File: config.mk
export PLATFORM = sky130hd
export DESIGN_NAME = sd_pattern_gen
export DESIGN_NICKNAME = d
export VERILOG_FILES = /design/src/rtl/sd_patgen_pkg.sv /design/src/rtl/sd_patgen_lfsr.sv /design/src/rtl/sd_pattern_gen.sv
export SDC_FILE = /design/constraint.sdc
export NUM_CORES = 1
export LEC_CHECK = 0
export BUFFER_PORTS_ARGS = -buffer_cell sky130_fd_sc_hd__clkbuf_2
export CAP_MARGIN = 5
export CORE_MARGIN = 2
export CORE_UTILIZATION = 57
export CTS_BUF_LIST = sky130_fd_sc_hd__clkbuf_4 sky130_fd_sc_hd__clkbuf_8
export DETAILED_ROUTE_END_ITERATION = 7
export PLACE_DENSITY = 0.92
export SKIP_CTS_REPAIR_TIMING = 1
export SYNTH_ARGS = -nofsm -noshare
export SYNTH_HDL_FRONTEND = slang
export SYNTH_SLANG_ARGS = --single-unit
File: constraint.sdc
create_clock -name clk -period 3.3 [get_ports clk]
set_input_delay 0.33 -clock clk [delete_from_list [all_inputs] [get_ports clk]]
set_output_delay 0.33 -clock clk [all_outputs]
set_load 0.005 [all_outputs]
File: src/rtl/sd_patgen_pkg.sv
// Shared types for the srdy/drdy pattern generator: data modes, FSM states
// and the all-ones "infinite count" marker.
package sd_patgen_pkg;

    typedef enum logic [1:0] {
        MODE_INCR  = 2'd0,
        MODE_DECR  = 2'd1,
        MODE_LFSR  = 2'd2,
        MODE_CONST = 2'd3
    } mode_e;

    typedef enum logic {
        ST_IDLE = 1'b0,
        ST_RUN  = 1'b1
    } state_e;

    // Sliced down to cnt_sz by the user; a count of all ones never decrements.
    localparam logic [63:0] CNT_INFINITE = '1;

endpackage

File: src/rtl/sd_patgen_lfsr.sv
// Galois LFSR next-state function: shift right, fold taps in when the bit
// shifted out is set.
module sd_patgen_lfsr #(
    parameter int            pw   = 12,
    parameter logic [pw-1:0] taps = '0
) (
    input  logic [pw-1:0] cur,
    output logic [pw-1:0] nxt
);

    always_comb begin
        nxt = (cur >> 1) ^ (cur[0] ? taps : '0);
    end

endmodule

File: src/rtl/sd_pattern_gen.sv
// srdy/drdy traffic source: count-limited words in incr/decr/LFSR/const modes,
// shaped by a live srdy gap pattern. SD_PATGEN_SUM_EN adds a running sum output.
module sd_pattern_gen
    import sd_patgen_pkg::*;
#(
    parameter int                    width     = 16,
    parameter int                    tag_sz    = 4,
    parameter logic [tag_sz-1:0]     tag_val   = '0,
    parameter int                    pat_dep   = 8,
    parameter int                    cnt_sz    = 16,
    parameter logic [width-1:0]      lfsr_taps = 16'hB400
) (
    input  logic                     clk,
    input  logic                     reset,
    input  logic                     start,
    input  logic [cnt_sz-1:0]        count,
    input  logic [1:0]               mode,
    input  logic [width-tag_sz-1:0]  seed,
    input  logic [pat_dep-1:0]       srdy_pat,
    input  logic                     abort,
    output logic                     busy,
    output logic                     done,
    output logic                     p_srdy,
    input  logic                     p_drdy,
    output logic [width-1:0]         p_data
`ifdef SD_PATGEN_SUM_EN
    ,
    output logic [width-1:0]         sum
`endif
);

    localparam int pw    = width - tag_sz;
    localparam int spp_w = (pat_dep > 1) ? $clog2(pat_dep) : 1;

    localparam logic [cnt_sz-1:0] inf_cnt   = CNT_INFINITE[cnt_sz-1:0];
    localparam logic [spp_w-1:0]  spp_last  = spp_w'(pat_dep - 1);
    localparam logic [spp_w-1:0]  spp_first = (pat_dep > 1) ? spp_w'(1) : '0;

    state_e             state;
    mode_e              mode_q;
    logic [pw-1:0]      payload;
    logic [cnt_sz-1:0]  rem;
    logic [spp_w-1:0]   spp;

    logic               xfer;
    logic               slot;
    logic               finish;
    logic [cnt_sz-1:0]  rem_after;
    logic [spp_w-1:0]   spp_nxt;
    logic [pw-1:0]      lfsr_nxt;
    logic [pw-1:0]      pay_nxt;
    logic [pw-1:0]      seed_eff;

    assign p_data = {tag_val, payload};

    assign xfer      = p_srdy & p_drdy;
    assign slot      = !p_srdy | xfer;
    assign rem_after = (xfer && rem != inf_cnt) ? rem - cnt_sz'(1) : rem;
    assign finish    = slot & ((rem_after == '0) | abort);
    assign spp_nxt   = (spp == spp_last) ? '0 : spp + spp_w'(1);

    // An all-zero LFSR would lock up, so a zero seed starts from 1.
    assign seed_eff  = (mode_e'(mode) == MODE_LFSR && seed == '0) ? pw'(1) : seed;

    sd_patgen_lfsr #(
        .pw   (pw),
        .taps (lfsr_taps[pw-1:0])
    ) u_lfsr (
        .cur  (payload),
        .nxt  (lfsr_nxt)
    );

    always_comb begin
        pay_nxt = payload;
        case (mode_q)
            MODE_INCR: pay_nxt = payload + pw'(1);
            MODE_DECR: pay_nxt = payload - pw'(1);
            MODE_LFSR: pay_nxt = lfsr_nxt;
            default:   pay_nxt = payload;
        endcase
    end

    always_ff @(posedge clk) begin
        if (reset) begin
            state   <= ST_IDLE;
            mode_q  <= MODE_INCR;
            payload <= '0;
            rem     <= '0;
            spp     <= '0;
            p_srdy  <= 1'b0;
            busy    <= 1'b0;
            done    <= 1'b0;
        end else begin
            done <= 1'b0;
            case (state)
                ST_IDLE: begin
                    if (start) begin
                        if (count != '0) begin
                            state   <= ST_RUN;
                            busy    <= 1'b1;
                            rem     <= count;
                            mode_q  <= mode_e'(mode);
                            payload <= seed_eff;
                            // The start edge is the first slot, so a word can be
                            // offered in the very next cycle.
                            p_srdy  <= srdy_pat[0] & !abort;
                            spp     <= spp_first;
                        end else begin
                            done    <= 1'b1;
                        end
                    end
                end
                ST_RUN: begin
                    if (slot) begin
                        rem <= rem_after;
                        if (xfer)
                            payload <= pay_nxt;
                        if (finish) begin
                            state  <= ST_IDLE;
                            busy   <= 1'b0;
                            p_srdy <= 1'b0;
                            done   <= 1'b1;
                        end else begin
                            p_srdy <= srdy_pat[spp];
                            spp    <= spp_nxt;
                        end
                    end
                end
                default: state <= ST_IDLE;
            endcase
        end
    end

`ifdef SD_PATGEN_SUM_EN
    always_ff @(posedge clk) begin
        if (reset)
            sum <= '0;
        else if (state == ST_IDLE && start)
            sum <= '0;
        else if (xfer)
            sum <= sum + p_data;
    end
`endif

endmodule
==> summary.txt <==
CLOCK NETWORK
-----------------------------------------------------------------------------------------------------
Number of clock buffers inserted by TritonCTS                                                       5
Clock Pin Slew Worst Setup and Hold Paths                                                     0.08 ns
Clock sink count                                                                                   37
Clock tree from TritonCTS                                                                       built
Bufs on Longest Clock Path                                                                          2
Number of H-tree levels                                                                             2
Clock root cell                                                                              clkbuf_8
Clk_lat worst skew                                                                            0.30 ns

STA
-----------------------------------------------------------------------------------------------------
Slew Viols, Final                                                                                   0
Post-Route Skew                                                                            0.00946 ns
Clock period minus final worst setup slack                                                    2.83 ns
Hold Violations, Final                                                                              0
Normalized max-slew margin                                                                      44.0%
Crit share post-route                                                                           85.9%
Sum Neg Setup Slack                                                                              0 ns
Fmax                                                                                        0.353 GHz
Actual slew at the worst max-slew pin                                                        0.839 ns
RSZ-0062 raised after global routing                                                               no
Final worst-path setup slack                                                                 0.467 ns
Setup-violating endpoint count in the final report                                                  0

PWR
-----------------------------------------------------------------------------------------------------
Total design power                                                                            1.28 mW
Maximum vdd drop                                                                           0.000228 V
Clock Power Share                                                                               25.3%
Fraction of power consumed by combinational cells                                               32.1%
Internal power of the cells                                                                  0.803 mW
Part of the total power dissipated in sequential elements                                       42.6%
Sw frac                                                                                         37.3%
Pwr Density                                                                               371 nW/um^2
Sw power                                                                                     0.477 mW
Total leakage power                                                                           1.41 nW

LAYOUT
-----------------------------------------------------------------------------------------------------
Cell Count, Final, Fillers Out                                                                    534
Post-Layout Inst Area                                                                      3450 sq um
Ant. Diodes                                                                                         0
Number of nets in the layout                                                                      524
Fraction of final layout cells with drive strength greater than 1                               19.0%
Fillers                                                                                           453
Area Growth Syn to Fin                                                                          12.4%
Register area                                                                               742 sq um
Footprint of the multi-input gates                                                         2140 sq um

SYNTHESIS
-----------------------------------------------------------------------------------------------------
Number of distinct standard cells referenced by the synthesized netlist                            61
Most used flip-flop cell after synthesis                                                      dfxtp_1
Portion of netlist area occupied by mux cells                                                   2.44%
Mapped Area                                                                                3070 sq um
Post-synthesis share of cell area spent on full adders, half adders and majority gates          7.58%
Post-synth top area cell                                                                      dfxtp_1
Fraction of the mapped netlist area in simple logic gates                                       30.4%
Number of enable-type register cells in the synthesized netlist                                     0
Fraction of registers with async set/reset                                                         0%
Most area-consuming cells after synthesis                                                dfxtp_1, ha_1, a21oi_1
Synthesized flop and latch total                                                                   37
Xor-xnor portion of the synthesized cell area                                                   2.28%
Syn avg cell area                                                                          7.33 sq um
Synth Instances                                                                                   419
Compound-cell area share of the yosys netlist                                                   26.7%
Combinational family with the most area after synthesis                                  simple AND/OR/NAND/NOR gates
Sequential fraction of the synthesis area                                                       24.1%
Yosys top cell area share                                                                       24.1%
Total of warnings raised by yosys                                                                   0

GLOBAL ROUTE
-----------------------------------------------------------------------------------------------------
Global-route wire length before repair                                                        13.8 mm
Peak-usage layer in the global routing report                                                    met2
Initial antenna violation count                                                                     0
Global routing usage on met3                                                                    6.05%
Pin count of the biggest net entering global routing                                               49
Final global-route overflow total                                                                   0
Met2 routing resource usage after global routing                                                46.7%
Number of global-route vias before repair                                                        3099
Met1 GRT Util                                                                                   34.9%
Overall track demand over capacity in global routing                                            28.1%

SETUP PATH
-----------------------------------------------------------------------------------------------------
Worst Path Max Fanout                                                                               4
Type of element capturing the critical path                                                  register
Kind of critical path                                                                    register to register
Setup crit start kind                                                                        register
Data required, critical path                                                                  3.52 ns
Worst EP arrival                                                                              3.05 ns

ROUTING
-----------------------------------------------------------------------------------------------------
Wire length per cell                                                                          15.6 um
Antenna viol nets, final                                                                            0
Sum of routed wire length over all layers                                                     8.31 mm
Routed vias                                                                                      3396
Detailed-route DRC error count                                                                      0
DRC violation total after the first TritonRoute iteration                                         340
Detailed-route vias per instance                                                                 6.36
Pre-Repair DR Iteration Count                                                                       7

PLACEMENT
-----------------------------------------------------------------------------------------------------
Worst Setup Slack post-DPL                                                                   0.556 ns
Placed insts                                                                                      526
Port Buffer Count                                                                                  57
Routability cong.                                                                               0.959
Post-DP Area                                                                               3360 sq um
Total half-perimeter wirelength after legalization and detailed placement                     6.04 mm

MIN PATH
-----------------------------------------------------------------------------------------------------
Path type of the worst min-delay path                                                    primary input to register

FLOORPLANNING
-----------------------------------------------------------------------------------------------------
Number of rows created at floorplan                                                                26
Die Width                                                                                     77.4 um
Std-Cell Core Area                                                                         5140 sq um
Effective utilization at floorplan                                                              59.7%
I/O pin count                                                                                      62
Overall die area                                                                           5990 sq um
Die Span Y                                                                                    77.4 um

STATUS
-----------------------------------------------------------------------------------------------------
Result of the run                                                                           completed

JOB
-----------------------------------------------------------------------------------------------------
Maximum Capacitance Violations                                                                      0

[power groups by stage]
stage / clock network (mW) / logic (mW) / registers (mW)
after global routing: 0.342 / 0.458 / 0.551
after detailed placement: 0 / 0.402 / 0.553
after CTS: 0.331 / 0.404 / 0.543
after global placement: 0 / 0.387 / 0.552
final: 0.324 / 0.411 / 0.545
after floorplan: 0 / 0.307 / 0.533
[state kept, by name (all words and copies together) (netlist names)]
register / flops
busy: 1
done: 1
mode_q: 2
p_srdy: 1
payload: 12
rem: 16
spp: 3
state: 1
[through the flow]
stage / hold slack, ns / utilization (%)
4_1_cts: 0.266 / 67.1
5_1_grt: 0.307 / 67.1
3_3_place_gp: 0.470 / 65.5
3_5_place_dp: 0.474 / 65.5
6_report: 0.273 / 67.1
2_1_floorplan: 0.453 / -
[cells in the final DEF, fill, tap and decap left out, drive strengths merged, types with 5 or more instances in the layout]
master / n
a211oi: 11
o21ai: 17
nand3: 8
clkbuf: 62
or2: 5
a31oi: 7
nor2: 50
nand4: 7
buf: 6
o41ai: 7
o211ai: 9
or3: 5
nand2: 46
nand2b: 5
nor3: 18
inv: 16
nor4: 13
a21oi: 41
dfxtp: 37
xnor2: 6
ha: 17
[worst max-delay path: stages, from the launching register on]
cell,delay [ns]
dfxtp_1,0.37
inv_1,0.07
ha_1,0.24
ha_1,0.32
nor2b_1,0.16
o21a_1,0.17
o21ai_0,0.21
a21oi_1,0.14
o41ai_1,0.44
mux2i_1,0.15
a311o_1,0.34
a21oi_1,0.15
[layout make-up]
class	instances	area share, %
clock buffer	5	1.99
clock inverter	3	0.508
multi-input combinational	340	62.1
tap	70	2.54
sequential	37	21.5
timing repair buffer	63	9.57
inverter	16	1.74
[cell usage after synthesis (6+ instances only)]
cell type,n
nor4_1,11
nor3_1,17
dfxtp_1,37
xnor2_1,6
a31oi_1,7
o41ai_1,6
a211oi_1,10
ha_1,17
nand3_1,8
nor2_1,50
inv_1,16
nand2_1,46
a21oi_1,41
clkbuf_1,20
nand4_1,6
o211ai_1,9
o21ai_0,17
[final timing paths]
kind	startpoint	to	slack, ns	cells past startpoint
worst min-delay path	mode[0]	mode_q[0]	0.27	3
worst max-delay path	mode_q[1]	payload[10]	0.47	11
worst min register to register	mode_q[0]	mode_q[0]	0.49	2
worst max register to register	mode_q[1]	payload[10]	0.47	11
[routing by layer]
layer	part of all wire (%)	wire length [um]	vias to the layer above
li1	-	-	1629
met1	40	3360	1554
met2	47	3930	187
met3	9.7	810	26
met4	2.5	206	0
met5	0	0	-
[cell families after synthesis]
family / after synthesis
other: 1
xor gates and xnor gates: 8
and+or+nand+nor: 182
AOI/OAI and AO/OA: 123
buffers and inverters: 45
adders and majority gates: 18
DFF: 37
muxes: 5
(Power assumes the default switching activity.)
